**src/rtl/stream_mux_arb_pkg.sv**
```systemverilog
// Shared helpers for the stream_mux_arb slice: channel-index arithmetic
// used by the arbiter scan.
package stream_mux_arb_pkg;

  function automatic int wrap_add(input int base, input int off, input int n);
    return (base + off) % n;
  endfunction

endpackage

```
**src/rtl/stream_mux_arb_rr_arbiter.sv**
```systemverilog
// Combinational arbiter: fixed-priority (lowest index) or round-robin scan
// starting just after the pointer. Produces a one-hot grant plus its index.
module rr_arbiter
  import stream_mux_arb_pkg::*;
#(
  parameter  int N_CH    = 4,
  parameter  int RR_MODE = 1,
  localparam int CH_W    = (N_CH > 1) ? $clog2(N_CH) : 1
) (
  input  logic [N_CH-1:0] req_i,
  input  logic [CH_W-1:0] ptr_i,
  output logic [N_CH-1:0] gnt_o,
  output logic [CH_W-1:0] idx_o,
  output logic            any_o
);

  always_comb begin
    gnt_o = '0;
    idx_o = '0;
    any_o = 1'b0;
    for (int i = 1; i <= N_CH; i++) begin
      logic [CH_W-1:0] k;
      k = (RR_MODE != 0) ? CH_W'(wrap_add(32'(ptr_i), i, N_CH)) : CH_W'(i - 1);
      if (!any_o && req_i[k]) begin
        any_o    = 1'b1;
        gnt_o[k] = 1'b1;
        idx_o    = k;
      end
    end
  end

endmodule

```
**src/rtl/stream_mux_arb.sv**
```systemverilog
// N-channel valid/ready stream mux with registered output stage, fixed or
// round-robin arbitration and optional packet lock against interleaving.
module stream_mux_arb
  import stream_mux_arb_pkg::*;
#(
  parameter  int WIDTH   = 32,
  parameter  int N_CH    = 4,
  parameter  int RR_MODE = 1,
  parameter  int LOCK_EN = 1,
  localparam int CH_W    = (N_CH > 1) ? $clog2(N_CH) : 1
) (
  input  logic                  i_clk,
  input  logic                  i_rst,
  input  logic [N_CH*WIDTH-1:0] i_data,
  input  logic [N_CH-1:0]       i_valid,
  input  logic [N_CH-1:0]       i_last,
  output logic [N_CH-1:0]       o_ready,
  output logic [WIDTH-1:0]      o_data,
  output logic                  o_valid,
  output logic                  o_last,
  output logic [CH_W-1:0]       o_ch,
  input  logic                  i_ready
);

  logic [WIDTH-1:0] ch_data [N_CH];

  for (genvar g = 0; g < N_CH; g++) begin : g_unpack
    assign ch_data[g] = i_data[g*WIDTH +: WIDTH];
  end

  logic [WIDTH-1:0] data_q, data_d;
  logic             valid_q, valid_d;
  logic             last_q, last_d;
  logic [CH_W-1:0]  ch_q, ch_d;
  logic [CH_W-1:0]  ptr_q, ptr_d;
  logic             lock_q, lock_d;
  logic [CH_W-1:0]  lock_ch_q, lock_ch_d;

  logic [N_CH-1:0] elig;
  logic [N_CH-1:0] gnt;
  logic [CH_W-1:0] win;
  logic            any_elig;
  logic            load_en;
  logic            accept;

  // While locked only the locked channel may compete, even if it idles.
  assign elig    = lock_q ? (i_valid & (N_CH'(1) << lock_ch_q)) : i_valid;
  assign load_en = !valid_q || i_ready;
  assign accept  = load_en && any_elig;
  assign o_ready = accept ? gnt : '0;

  rr_arbiter #(
    .N_CH    (N_CH),
    .RR_MODE (RR_MODE)
  ) u_arb (
    .req_i (elig),
    .ptr_i (ptr_q),
    .gnt_o (gnt),
    .idx_o (win),
    .any_o (any_elig)
  );

  always_comb begin
    data_d    = data_q;
    valid_d   = valid_q;
    last_d    = last_q;
    ch_d      = ch_q;
    ptr_d     = ptr_q;
    lock_d    = lock_q;
    lock_ch_d = lock_ch_q;
    if (accept) begin
      data_d  = ch_data[win];
      last_d  = i_last[win];
      ch_d    = win;
      valid_d = 1'b1;
      ptr_d   = win;
      if (LOCK_EN != 0) begin
        lock_d    = !i_last[win];
        lock_ch_d = win;
      end
    end else if (load_en) begin
      valid_d = 1'b0;
    end
  end

  always_ff @(posedge i_clk) begin
    if (i_rst) begin
      data_q    <= '0;
      valid_q   <= 1'b0;
      last_q    <= 1'b0;
      ch_q      <= '0;
      ptr_q     <= CH_W'(N_CH - 1);
      lock_q    <= 1'b0;
      lock_ch_q <= '0;
    end else begin
      data_q    <= data_d;
      valid_q   <= valid_d;
      last_q    <= last_d;
      ch_q      <= ch_d;
      ptr_q     <= ptr_d;
      lock_q    <= lock_d;
      lock_ch_q <= lock_ch_d;
    end
  end

  assign o_data  = data_q;
  assign o_valid = valid_q;
  assign o_last  = last_q;
  assign o_ch    = ch_q;

endmodule

```
**config.mk**
```make
export PLATFORM = sky130hd
export DESIGN_NAME = stream_mux_arb
export DESIGN_NICKNAME = d
export VERILOG_FILES = /design/src/rtl/stream_mux_arb_pkg.sv /design/src/rtl/stream_mux_arb_rr_arbiter.sv /design/src/rtl/stream_mux_arb.sv
export SDC_FILE = /design/constraint.sdc
export NUM_CORES = 1
export LEC_CHECK = 0
export ABC_CLOCK_PERIOD_IN_PS = 8000
export CORE_ASPECT_RATIO = 0.7
export CORE_MARGIN = 5
export CORE_UTILIZATION = 41
export CTS_CLUSTER_DIAMETER = 120
export DETAILED_ROUTE_END_ITERATION = 12
export PLACE_DENSITY = 0.87
export SYNTH_ARGS = -nofsm -noshare
export SYNTH_HDL_FRONTEND = slang
export SYNTH_HIERARCHICAL = 1
export SYNTH_SLANG_ARGS = --single-unit
```
**constraint.sdc**
```tcl
create_clock -name i_clk -period 8 [get_ports i_clk]
set_input_delay 2 -clock i_clk [delete_from_list [all_inputs] [get_ports i_clk]]
set_output_delay 2 -clock i_clk [all_outputs]
set_load 0.02 [all_outputs]
```
==> impl_metrics.tcl, run 1 <==
set metrics [dict create \
    nNetsFinal 618 \
    criticalPathCategory "in2out" \
    start_util_pct 41.4 \
    place_hpwl_mm 8.54 \
    grt_max_degree 40 \
    power_switching_mw 0.473 \
    clock_path_buffers 2 \
    grt_pass1_vias 3486 \
    num-fill-cells 567 \
    min_period_ns 7.35 \
    hp-class "reg2reg" \
    gp_congestion 0.893 \
    worstPathRequired_ns 6.00 \
    final_antenna_net_count 0 \
    overflow 0 \
    power_density_nw_per_um2 242 \
    synth_cells 315 \
    rsz0062_at_grt "false" \
    min_period_over_period_pct 91.9 \
    ff2ff_setup_slack_ns 3.34 \
    p_leak_nw 1.75 \
    drc 0 \
    area_delta_synth_final_pct 63.5 \
    reg2reg_to "o_data[16]" \
    rr_startpoint "ptr_q[0]" \
    r2r_cells 9 \
    dp.cells 562 \
    clk_pin_slew_worst_paths_ns 0.07 \
    ir_drop_v 0.000105 \
    yosysWarnings 6 \
    fin_setup_tns_ns 0 \
    fin_cells 570 \
    synthDistinctLibCells 39 \
    max_freq_mhz 136 \
    clkPwrFrac_pct 10.8 \
    maxCapViolations 0 \
    max-slew-margin-rel_pct 24.4 \
    drtIter0Drc 153 \
    cts.htree.levels 2 \
    syn_nets 462 \
    cts.sink_count 39 \
    vias 3350 \
    cts_tree "built" \
    viasPerCell 5.88 \
    core_sq_um 7190 \
    power_frac_comb_pct 65.0 \
    port_buffers 178 \
    internal_power_mw 0.706 \
    insertion_delay_ns 0.28 \
    dieArea_sq_um 9090 \
    cp-endpoint "o_ready[1]" \
    cts_setup_buffers 0 \
    setup_violations 0 \
    finalMaxSlewViolations 0 \
    io_pins 179 \
    track_usage_pct 23.9 \
    grt_pass1_wl_mm 17.4 \
    dr.pass1.iters 5 \
    routed_wl_mm 10.9 \
    outcome "complete, no violations" \
    setup.worst_path.start "i_valid[2]" \
    pre_cts_ws_ns 0.735 \
    fin_ws_ns 0.651 \
    ys.flop_type "dfxtp_1" \
    cp_data_arrival_time_ns 5.35 \
    die_x_microns 112 \
    rows 26 \
    p_seq_share_pct 24.2 \
    ys_seq_area_share_pct 26.2 \
    drive_gt1_share_pct 12.5 \
    synth_area_sq_um 2980 \
    post_cts_resized 0 \
    cts-buffers-inserted 5 \
    cts_hold_buf 0 \
    p_sw_share_pct 40.1 \
    avgRoutedWirePerCell_microns 19.1 \
    antenna_found_initial 0 \
    synth-async-reset-ratio_pct 0 \
    syn_area_per_cell_sq_um 9.45 \
    die-height_microns 81.3 \
    whs_path_depth 2 \
    final_hold_viol_count 0 \
    cp-start-kind "input port" \
    skew_ns 0.00495 \
    ys_ff_latch 39 \
    end_kind "output pin" \
    synth-edff-count 0 \
    tightestPinTransition_ns 1.12 \
    critPathMaxFanout 12 \
    diodes 0 \
    cts_root_buffer "clkbuf_8" \
]
per-stage QoR:
step / hold WS (ns) / area [sq um] / total power [mW] / utilization (%)
2_1_floorplan: 0.547 / 2980 / 0.798 / -
3_3_place_gp: 0.460 / 4780 / 1.03 / 66.5
3_5_place_dp: 0.467 / 4780 / 1.06 / 66.5
4_1_cts: 0.476 / 4860 / 1.18 / 67.6
5_1_grt: 0.505 / 4860 / 1.26 / 67.6
6_report: 0.479 / 4860 / 1.18 / 67.6
power groups by stage:
stage          Clock (mW)  Combinational (mW)  Sequential [mW]
2_1_floorplan           0               0.463            0.335
3_3_place_gp            0               0.747            0.285
3_5_place_dp            0               0.768            0.290
4_1_cts             0.130               0.769            0.285
5_1_grt             0.139               0.825            0.294
6_report            0.127               0.766            0.285
worst max-delay path, stage by stage:
cell and delay, ns:
clkdlybuf4s50_1 0.45, a21boi_0 0.88, or3b_2 0.50, a2111o_1 0.44, a31oi_1 0.20, a2111o_1 0.11
and3_1 0.15, clkdlybuf4s50_1 0.63
registers in the layout, summed over array words and instances, names as in the netlist:
signal     cells
o_valid        1
o_data        32
ptr_q          2
lock_ch_q      2
o_last         1
lock_q         1
worst min path at each step:
stage,start,end
6_report,o_data[13],o_data[13]
5_1_grt,o_data[4],o_data[4]
4_1_cts,o_data[15],o_data[15]
3_5_place_dp,o_data[15],o_data[15]
3_3_place_gp,o_data[16],o_data[16]
2_1_floorplan,ptr_q[0],ptr_q[0]
final cells by class:
class	count	area (sq um)	share of cell area [%]
Clock buffer	6	72.6	1.49
Clock inverter	2	12.5	0.257
Inverter	9	33.8	0.695
Multi-Input combinational cell	229	1990	41.0
Sequential cell	39	781	16.1
Tap cell	98	123	2.52
Timing Repair Buffer	187	1850	38.0
Yosys cell counts (2+ instances only):
| master | count | area share [%] |
|---|---|---|
| nand3_1 | 36 | 6.1 |
| buf_6 | 6 | 2.3 |
| nand2_1 | 8 | 1.0 |
| and3_1 | 4 | 0.84 |
| mux2i_1 | 3 | 1.0 |
| nand2b_1 | 5 | 1.1 |
| o31ai_1 | 4 | 1.0 |
| buf_2 | 10 | 1.7 |
| or3_1 | 4 | 0.84 |
| a21boi_0 | 3 | 0.76 |
| dfxtp_1 | 39 | 26 |
| o21ai_1 | 11 | 1.9 |
| o21ai_0 | 29 | 4.9 |
| a21oi_1 | 41 | 6.9 |
| ha_1 | 8 | 3.4 |
| mux4_2 | 35 | 26 |
| buf_1 | 2 | 0.25 |
| nand4_1 | 6 | 1.3 |
| a2111o_1 | 4 | 1.5 |
| clkbuf_1 | 19 | 2.4 |
| a211oi_1 | 3 | 0.76 |
| nand3b_1 | 3 | 0.76 |
| a31oi_1 | 5 | 1.1 |
| inv_1 | 8 | 1.0 |
| nor2_1 | 5 | 0.63 |
per-layer routing:
metal,vias up,part of all wire (%),GRT usage [%]
met4,0,2.4,7.53
met2,189,51,45.4
met1,1611,37,25.7
met3,24,9.2,7.22
met5,-,0,0
li1,1526,-,-
kinds of logic (layout without fill, tap and decap cells):
kind of cell	count (synthesis)	in the layout	synth area share (%)
AOI/OAI and AO/OA	106	106	20.8
adders and majority gates	8	8	3.36
buffers and inverters	47	204	7.99
DFF	39	39	26.2
muxes	39	39	27.9
and+or+nand+nor	76	76	13.8
cells in the final DEF, fill, tap and decap left out, drive strengths merged, types with 3 or more instances in the layout:
master and n:
a31oi 5, a21boi 3, a21oi 41, o31ai 4, mux2i 3, mux4 35, clkbuf 6, a2111o 4
ha 8, nand2 8, clkdlybuf4s50 178, dfxtp 39, inv 9, nand2b 5, o21ai 40, a211oi 3
nand4 6, nand3 36, or3 4, nand3b 3, buf 9, nor2 5, and3 4
(Power assumes the default switching activity.)
==> inputs of run 2 (changes only) <==
CORE_UTILIZATION = 46   (was 41)
PLACE_DENSITY = 0.88   (was 0.87)
SYNTH_HIERARCHICAL = default   (was 1)
==> impl_metrics.tcl, run 2 <==
set metrics [dict create \
    cp_common_cell "clkdlybuf4s50_1" \
    routed_wl_mm 16.0 \
    power_density_nw_per_um2 417 \
    p_leak_nw 2.01 \
    whs_ns 0.519 \
    core_sq_um 8340 \
    synthDominantCellAreaShare_pct 20.1 \
    dr.pass1.iters 5 \
    antenna_found_initial 0 \
    grt_max_degree 104 \
    start_util_pct 46.5 \
    crit_slowest_cell "clkdlybuf4s50_1" \
    io_pins 179 \
    final_antenna_net_count 0 \
    skew_ns 0.00585 \
    diodes 0 \
    dieArea_sq_um 10400 \
    final_hold_viol_count 0 \
    p_seq_share_pct 14.9 \
    cts_setup_buffers 0 \
    insertion_delay_ns 0.28 \
    gp_congestion 0.895 \
    place_hpwl_mm 10.8 \
    ys_ff_latch 39 \
    end_kind "output pin" \
    critPathMaxFanout 5 \
    mostFrequentLayoutCells "clkdlybuf4s50_1, nor3b_1, dfxtp_1, a21oi_1, inv_1" \
    ys_seq_area_share_pct 20.1 \
    synth-edff-count 0 \
    final_area_sq_um 5780 \
    ir_drop_v 0.000293 \
    p_sw_share_pct 54.9 \
    synth_area_sq_um 3870 \
    ys_top_cells_by_area "dfxtp_1, nor3b_1, a311oi_1" \
    drc 0 \
    fin_ws_ns 1.10 \
    criticalPathCategory "in2out" \
    syn_nets 655 \
    drtIter0Drc 626 \
    die-height_microns 86.8 \
    final_common_cell "clkdlybuf4s50_1" \
    pre_cts_ws_ns 1.17 \
    die_x_microns 120 \
    fin_setup_tns_ns 0 \
    finalMaxSlewViolations 0 \
    worstPathRequired_ns 6.00 \
    hp-class "reg2reg" \
    synth_cells 508 \
    critical_path_buf_inv_count 2 \
    largest_reg_flops 32 \
    grt_pass1_vias 5109 \
    min_period_ns 6.90 \
    overflow 0 \
    cts_tree "built" \
    syn_area_per_cell_sq_um 7.63 \
    crit_path_cell_trace "clkdlybuf4s50_1, or4b_4, o211ai_1, nand3_1, a21boi_0, a222oi_1, a21oi_1, clkdlybuf4s50_1" \
    vias 5020 \
    ys_top_cells_by_count "nor3b_1, dfxtp_1, a21oi_1" \
    fin_cells 750 \
    cp_top_family "buffers and inverters" \
    tightestPinTransition_ns 1.25 \
    yosysWarnings 0 \
    cts_root_buffer "clkbuf_16" \
    rows 28 \
    cp_data_arrival_time_ns 4.90 \
    outcome "complete, no violations" \
    cts.sink_count 39 \
    min_period_over_period_pct 86.2 \
    power_frac_comb_pct 76.6 \
    setup_violations 0 \
    dp.cells 743 \
    grt_pass1_wl_mm 25.0 \
    synthDistinctLibCells 54 \
    cts-buffers-inserted 5 \
    track_usage_pct 29.4 \
    nNetsFinal 792 \
    viasPerCell 6.69 \
    port_buffers 178 \
    power_switching_mw 1.32 \
    internal_power_mw 1.09 \
    yosysTopAreaCell "dfxtp_1" \
    synth-async-reset-ratio_pct 0 \
    area_delta_synth_final_pct 49.2 \
    placed_cell_area_sq_um 5640 \
    clk_pin_slew_worst_paths_ns 0.06 \
    max_freq_mhz 145 \
    post_cts_resized 0 \
    rsz0062_at_grt "false" \
    clock_path_buffers 2 \
    critical-path-max-stage-delay_ns 0.67 \
    cts.htree.levels 2 \
    synth_most_common_cell "nor3b_1" \
    cts_hold_buf 0 \
    drive_gt1_share_pct 4.34 \
    cp-start-kind "input port" \
    ys.flop_type "dfxtp_1" \
    avgRoutedWirePerCell_microns 21.4 \
    max-slew-margin-rel_pct 16.5 \
    maxCapViolations 0 \
    clkPwrFrac_pct 8.6 \
]
==> run 2: cell families (layout without fill, tap and decap cells) <==
group	Yosys count	in the layout	synth area share, %
AND/OR/NAND/NOR	128	128	21.9
multiplexers	4	4	1.03
AO/OA/AOI/OAI	233	233	43.7
buffers and inverters	95	232	10.4
adder cells (fa/ha/maj)	8	8	2.58
XOR/XNOR	1	1	0.226
flip-flops	39	39	20.1
==> run 2: final cells by class <==
class	instances	area, sq um
clock inverter	1	5.00
multi-input combinational	374	2730
tap	105	131
clock buffer	6	139
fill	670	2560
sequential	39	781
timing repair buffer	189	1860
inverter	36	135
==> run 2: power groups by stage <==
stage	sequential, mW	combinational [mW]	clock (mW)
after floorplan	0.419	1.19	0
after global placement	0.354	1.75	0
after detailed placement	0.359	1.81	0
after CTS	0.356	1.81	0.208
after global routing	0.370	1.98	0.216
final	0.358	1.85	0.207
==> run 2: metal layers <==
metal	GRT usage (%)	share of wire, %
met2	52.1	47
met4	10.3	2.1
met5	0	0
met1	34.3	39
met3	8.41	12
==> run 2: metrics by stage <==
stage	total power [mW]	util [%]
floorplan	1.61	-
global placement	2.11	67.6
detailed placement	2.17	67.6
CTS	2.38	69.3
global route	2.56	69.3
finish	2.41	69.3
==> run 2: path summary, 6_finish.rpt <==
check	slack, ns	depth (start not counted)	startpoint	end
worst max-delay path	1.10	8	i_valid[0]	o_ready[2]
worst max register to register	2.96	9	ptr_q[0]	o_data[5]
worst min-delay path	0.52	2	o_last	o_last
worst min register to register	0.52	2	o_last	o_last
==> run 2: worst register-to-register path, stage by stage (launching register included) <==
cell and delay, ns:
dfxtp_1 1.01, inv_1 0.31, ha_1 0.44, inv_1 0.11
o2111ai_2 0.16, a211oi_4 0.38, buf_4 0.84, o21a_1 1.14
o21ai_0 0.25, a311oi_1 0.31
